===== src/rtl/esco_window_ctrl.sv =====
// eSCO reserved-slot / retransmission-window sequencer for a single eSCO link.
// Tracks the interval phase in slots, opens the window at Desco, and owns txscoSEQN.
module esco_window_ctrl #(
    parameter int CNT_W = 8
) (
    input  logic             clk_6M,
    input  logic             rst,
    input  logic             ms_tslot_p,
    input  logic             regi_esco_en,
    input  logic [CNT_W-1:0] regi_Tesco,
    input  logic [CNT_W-1:0] regi_Desco,
    input  logic [CNT_W-1:0] regi_Wesco,
    input  logic             esco_ack_p,
    output logic             eSCOwindow,
    output logic             eSCOwindow_endp,
    output logic             reserved_slot,
    output logic             esco_retx_slot,
    output logic             esco_acked,
    output logic             txscoSEQN,
    output logic             cfg_err
);

    typedef enum logic [2:0] {
        S_IDLE,
        S_SYNC,
        S_WAIT,
        S_RSV,
        S_RETX
    } state_t;

    localparam logic [CNT_W:0] ONE_X = (CNT_W+1)'(1);
    localparam logic [CNT_W:0] TWO_X = (CNT_W+1)'(2);

    state_t           state_q, state_d;
    logic [CNT_W-1:0] pcnt_q, pcnt_d;
    logic [CNT_W-1:0] wcnt_q, wcnt_d;
    logic             en_q;
    logic             window_q, window_d;
    logic             endp_q, endp_d;
    logic             reserved_q, reserved_d;
    logic             retx_q, retx_d;
    logic             acked_q, acked_d;
    logic             seqn_q, seqn_d;
    logic             cfg_err_q, cfg_err_d;

    logic             cfg_bad;
    logic [CNT_W:0]   pcnt_p1;
    logic [CNT_W:0]   wcnt_p1;
    logic [CNT_W-1:0] pcnt_inc;
    logic             close_evt;
    logic             rsv_entry;

    always_comb begin
        cfg_bad = (regi_Tesco == '0) || (regi_Desco >= regi_Tesco) ||
                  (({1'b0, regi_Wesco} + TWO_X) > {1'b0, regi_Tesco});
        cfg_err_d = cfg_bad;

        // Phase counter wraps at Tesco; >= keeps it bounded if Tesco shrinks on the fly.
        pcnt_p1  = {1'b0, pcnt_q} + ONE_X;
        pcnt_inc = (pcnt_p1 >= {1'b0, regi_Tesco}) ? '0 : pcnt_p1[CNT_W-1:0];
        wcnt_p1  = {1'b0, wcnt_q} + ONE_X;

        state_d   = state_q;
        pcnt_d    = pcnt_q;
        wcnt_d    = wcnt_q;
        acked_d   = acked_q;
        seqn_d    = seqn_q;
        close_evt = 1'b0;
        rsv_entry = 1'b0;

        if (window_q && esco_ack_p) begin
            acked_d = 1'b1;
        end

        case (state_q)
            S_IDLE: begin
                pcnt_d = '0;
                wcnt_d = '0;
                if (regi_esco_en && !en_q && !cfg_bad) begin
                    state_d = S_SYNC;
                    seqn_d  = 1'b1;
                    acked_d = 1'b0;
                end
            end
            S_SYNC: begin
                if (ms_tslot_p) begin
                    pcnt_d = '0;
                    if (regi_Desco == '0) begin
                        rsv_entry = 1'b1;
                    end else begin
                        state_d = S_WAIT;
                    end
                end
            end
            S_WAIT: begin
                if (ms_tslot_p) begin
                    pcnt_d = pcnt_inc;
                    if (pcnt_inc == regi_Desco) begin
                        rsv_entry = 1'b1;
                    end
                end
            end
            S_RSV: begin
                if (ms_tslot_p) begin
                    pcnt_d = pcnt_inc;
                    if (wcnt_q == '0) begin
                        wcnt_d = 1'b1;
                    end else begin
                        wcnt_d = '0;
                        if (regi_Wesco == '0) begin
                            close_evt = 1'b1;
                        end else begin
                            state_d = S_RETX;
                        end
                    end
                end
            end
            S_RETX: begin
                if (ms_tslot_p) begin
                    pcnt_d = pcnt_inc;
                    if (wcnt_p1 >= {1'b0, regi_Wesco}) begin
                        close_evt = 1'b1;
                    end else begin
                        wcnt_d = wcnt_p1[CNT_W-1:0];
                    end
                end
            end
            default: state_d = S_IDLE;
        endcase

        // A window filling the whole interval closes on the same edge the next one opens.
        if (close_evt) begin
            state_d = S_WAIT;
            wcnt_d  = '0;
            seqn_d  = ~seqn_q;
            if (pcnt_inc == regi_Desco) begin
                rsv_entry = 1'b1;
            end
        end

        if (rsv_entry) begin
            state_d = S_RSV;
            wcnt_d  = '0;
            acked_d = 1'b0;
        end

        endp_d = close_evt;

        // Abort: link disabled or config went illegal; sequence number is left alone.
        if ((state_q != S_IDLE) && (!regi_esco_en || cfg_bad)) begin
            state_d = S_IDLE;
            pcnt_d  = '0;
            wcnt_d  = '0;
            seqn_d  = seqn_q;
            endp_d  = window_q;
        end

        window_d   = (state_d == S_RSV) || (state_d == S_RETX);
        reserved_d = (state_d == S_RSV);
        retx_d     = (state_d == S_RETX) && !acked_d;
    end

    // Edge detector follows the pin even in reset so a held enable does not re-arm.
    always_ff @(posedge clk_6M) begin
        en_q <= regi_esco_en;
    end

    always_ff @(posedge clk_6M) begin
        if (rst) begin
            state_q    <= S_IDLE;
            pcnt_q     <= '0;
            wcnt_q     <= '0;
            window_q   <= 1'b0;
            endp_q     <= 1'b0;
            reserved_q <= 1'b0;
            retx_q     <= 1'b0;
            acked_q    <= 1'b0;
            seqn_q     <= 1'b1;
            cfg_err_q  <= 1'b0;
        end else begin
            state_q    <= state_d;
            pcnt_q     <= pcnt_d;
            wcnt_q     <= wcnt_d;
            window_q   <= window_d;
            endp_q     <= endp_d;
            reserved_q <= reserved_d;
            retx_q     <= retx_d;
            acked_q    <= acked_d;
            seqn_q     <= seqn_d;
            cfg_err_q  <= cfg_err_d;
        end
    end

    assign eSCOwindow      = window_q;
    assign eSCOwindow_endp = endp_q;
    assign reserved_slot   = reserved_q;
    assign esco_retx_slot  = retx_q;
    assign esco_acked      = acked_q;
    assign txscoSEQN       = seqn_q;
    assign cfg_err         = cfg_err_q;

endmodule


===== config.mk =====
export PLATFORM = sky130hd
export DESIGN_NAME = esco_window_ctrl
export DESIGN_NICKNAME = d
export VERILOG_FILES = /design/src/rtl/esco_window_ctrl.sv
export SDC_FILE = /design/constraint.sdc
export NUM_CORES = 1
export LEC_CHECK = 0
export ABC_AREA = 1
export ABC_CLOCK_PERIOD_IN_PS = 3100
export CAP_MARGIN = 0
export CORE_ASPECT_RATIO = 0.6
export CORE_MARGIN = 2
export CORE_UTILIZATION = 41
export DETAILED_ROUTE_END_ITERATION = 6
export GPL_TIMING_DRIVEN = 0
export SLEW_MARGIN = 10
export SYNTH_ARGS = -nofsm -noshare
export SYNTH_HDL_FRONTEND = slang
export SYNTH_SLANG_ARGS = --single-unit

===== constraint.sdc =====
create_clock -name clk_6M -period 3.1 [get_ports clk_6M]
set_input_delay 0.775 -clock clk_6M [delete_from_list [all_inputs] [get_ports clk_6M]]
set_output_delay 0.775 -clock clk_6M [all_outputs]
set_load 0.005 [all_outputs]

==> flow_summary.yaml <==
run_status:
  outcome: "finished, final reports clean"
floorplanning:
  core_area_um2: 6220
  io_pins: 36
  die_h_um: 66.8
  start_util_pct: 43.3
  row_count: 22
  design.die.area_um2: 7250
  dieWidth_um: 109
clocking:
  clk_path_buf_depth: 2
  clk_latency_ns: 0.28
  cts_tree: "done"
  cts_buffers: 3
  cts.sinks: 27
  htree_levels: 1
  cts.reportedPaths.clkPinSlew_ns: 0.10
  root_buffer: "clkbuf_8"
synthesis:
  synthFlopType: "dfxtp_1"
  ys_warn_count: 0
  synth.avg_cell_area_um2: 6.46
  syn_area_um2: 2690
  ys_ff_latch: 27
  yosysTopAreaCell: "dfxtp_1"
  async_flop_share_pct: 0
  yosys.area.top_type_share_pct: 20.1
  netlist_instances: 417
  synth-edff-count: 0
  yosys-top-cells-area: "dfxtp_1 (20%), ha_1 (17%), nand2_1 (12%)"
  yosysMostFrequentCell: "nand2_1"
  syn_nets: 482
  ys_types: 36
  synth_common_cells: "nand2_1 (86), inv_1 (78), nor2_1 (46), ha_1 (36), nand3_1 (29)"
  yosysSeqAreaShare_pct: 20.1
global_routing:
  grt_first_pass_wirelength_mm: 11.9
  grt_use_total_pct: 21.0
  grt_pass1_vias: 2395
  grt.overflow.total: 0
  antenna_found_initial: 0
  grt_max_degree: 15
cells_and_area:
  nNetsFinal: 531
  num_antenna_cells: 0
  fillers: 626
  drive_gt1_share_pct: 17.4
  final_util_pct: 55.4
  area_growth_pct: 27.9
  multi_input_area_um2: 2000
  layout.area.seq_um2: 548
  finalNonFillerCells: 549
detailed_routing:
  post_drt_wl_per_cell_um: 13.6
  ant_nets: 0
  vias: 2762
  drt-initial-drc-count: 247
  totalWireLength_mm: 7.49
  drc_errors: 0
  routed_via_density: 5.03
  first_pass_iters: 5
power_and_ir_drop:
  p_leak_nw: 1.71
  p_per_area_nw_per_um2: 238
  p_int_uw: 554
  power_switching_uw: 264
  sw_frac_of_total_pct: 32.3
  ir_worst_vdd_mv: 0.228
  p_comb_share_pct: 31.4
  clock_power_share_pct: 24.7
  seqPwrFrac_pct: 43.9
setup_path:
  path_common_cell: "nor2_1"
  cp_top_family: "simple AND/OR/NAND/NOR gates"
  startpoint_type: "flop"
  cpPeakStageDelay_ns: 0.36
  crit_fanout: 5
  crit_chain: "inv_1, nor3_4, nand3_1, nor2_1, nand2_1, xnor2_2, ha_1, nand4_1, nor2_1, nor3_2, nand3_2, a31oi_4, buf_4, nor2_1, a31oi_1, nor2_2"
  required_ns: 3.27
  crit_slowest_cell: "dfxtp_2"
  worstSetupPathType: "flop to flop"
  path_buf_inv: 2
  crit_path_end_kind: "flop"
  arrival_ns: 3.13
worst_hold_path:
  min_path_type: "flop to flop"
timing:
  timing.final.crit_share_pct: 95.4
  worst_pin_slew_ns: 0.514
  slew_violations: 0
  max_freq_mhz: 338
  final-setup-viol-count: 0
  layout_min_cycle_time_ns: 2.96
  slew_headroom_pct: 65.5
  worst_clock_skew_ns: 0.0125
  hold_viol: 0
  fin_ws_ns: 0.144
job:
  maxCapViolCount: 0
place:
  portBuffers: 35
  dp_slack_ns: -0.479
  gp_congestion: 0.892
  dpl.cell_count: 536
  hpwlAfterDp_mm: 5.99
==> layout make-up <==
class / count / area share (%)
inverters: 84 / 9.30
plain buffers: 2 / 0.363
flip-flops and latches: 27 / 15.9
well taps: 84 / 3.05
clock buffers: 4 / 1.31
repair buffers: 44 / 11.8
multi-input cells: 304 / 58.2
==> path summary, 6_finish.rpt <==
path,endpoint,cells after the start,from,slack [ns]
worst max-delay path,wcnt_q[2]$_SDFFE_PP0P_,16,wcnt_q[2]$_SDFFE_PP0P_,0.14
worst min-delay path,txscoSEQN$_SDFFE_PP1P_,1,txscoSEQN$_SDFFE_PP1P_,0.50
worst max register to register,wcnt_q[2]$_SDFFE_PP0P_,16,wcnt_q[2]$_SDFFE_PP0P_,0.14
worst min register to register,txscoSEQN$_SDFFE_PP1P_,1,txscoSEQN$_SDFFE_PP1P_,0.50
==> cells by family (layout without fill, tap and decap cells) <==
logic type                 Yosys count  count (layout)  synth area share (%)
and+or+nand+nor                    201             201                  35.1
buffers and inverters               86             134                  12.4
AOI/OAI and AO/OA                   55              55                  11.8
adders and majority gates           36              36                  16.7
DFF                                 27              27                  20.1
xor gates and xnor gates            12              12                  3.90
==> registers in the layout, summed over array words and instances, names as in the netlist <==
signal           cells
txscoSEQN            1
esco_acked           1
wcnt_q               8
state_q              3
cfg_err              1
reserved_slot        1
esco_retx_slot       1
en_q                 1
pcnt_q               8
eSCOwindow           1
eSCOwindow_endp      1
==> power groups by stage <==
stage / logic [mW] / clock network [mW] / registers (mW)
floorplan: 0.151 / 0 / 0.366
global placement: 0.237 / 0 / 0.367
detailed placement: 0.239 / 0 / 0.367
CTS: 0.242 / 0.207 / 0.360
global route: 0.289 / 0.218 / 0.360
finish: 0.257 / 0.202 / 0.359
==> timing repair <==
| action | 4_1_cts | 5_1_grt |
|---|---|---|
| hold buffers | 0 | 0 |
| pin swaps | 4 | 21 |
| buffers inserted | 0 | 9 |
| gates resized for setup | 12 | 50 |
| gates cloned | 0 | 0 |
| setup endpoints to repair | 15 | 17 |
| hold endpoints to repair | 0 | 0 |
==> stage by stage <==
step	cell area, µm²	hold WS, ns	power, mW	TNS [ns]
2_1_floorplan	2690	0.475	0.517	0
3_3_place_gp	3150	0.489	0.604	-7.53
3_5_place_dp	3150	0.487	0.606	-8.29
4_1_cts	3230	0.506	0.808	0
5_1_grt	3440	0.543	0.868	-0.103
6_report	3440	0.501	0.818	0
==> layer usage <==
| layer | wire (µm) | global-route usage [%] | part of all wire, % | vias up |
|---|---|---|---|---|
| met5 | 0 | 0 | 0 | - |
| met4 | 43 | 3.21 | 0.57 | 0 |
| met3 | 479 | 2.35 | 6.4 | 4 |
| met2 | 2680 | 27.7 | 36 | 76 |
| met1 | 4280 | 35.2 | 57 | 1227 |
| li1 | - | - | - | 1455 |
==> placed cells by master, fill, tap and decap left out, types with 2 or more instances in the layout <==
| cell type | instances |
|---|---|
| a21oi_1 | 20 |
| a31oi_1 | 3 |
| buf_4 | 10 |
| clkbuf_2 | 3 |
| clkbuf_8 | 3 |
| clkdlybuf4s50_1 | 29 |
| dfxtp_1 | 23 |
| dfxtp_2 | 3 |
| dlymetal6s2s_1 | 2 |
| ha_1 | 33 |
| ha_2 | 2 |
| inv_1 | 75 |
| inv_2 | 8 |
| nand2_1 | 79 |
| nand2_2 | 5 |
| nand2_4 | 5 |
| nand3_1 | 22 |
| nand3_2 | 9 |
| nand4_1 | 16 |
| nor2_1 | 39 |
| nor2_2 | 7 |
| nor2_4 | 3 |
| nor3_2 | 2 |
| nor3_4 | 2 |
| o211ai_1 | 4 |
| o21ai_0 | 15 |
| o21ai_1 | 2 |
| o22ai_1 | 5 |
| or2_2 | 5 |
| xor2_1 | 9 |
| xor2_2 | 2 |
(Power assumes the default switching activity.)
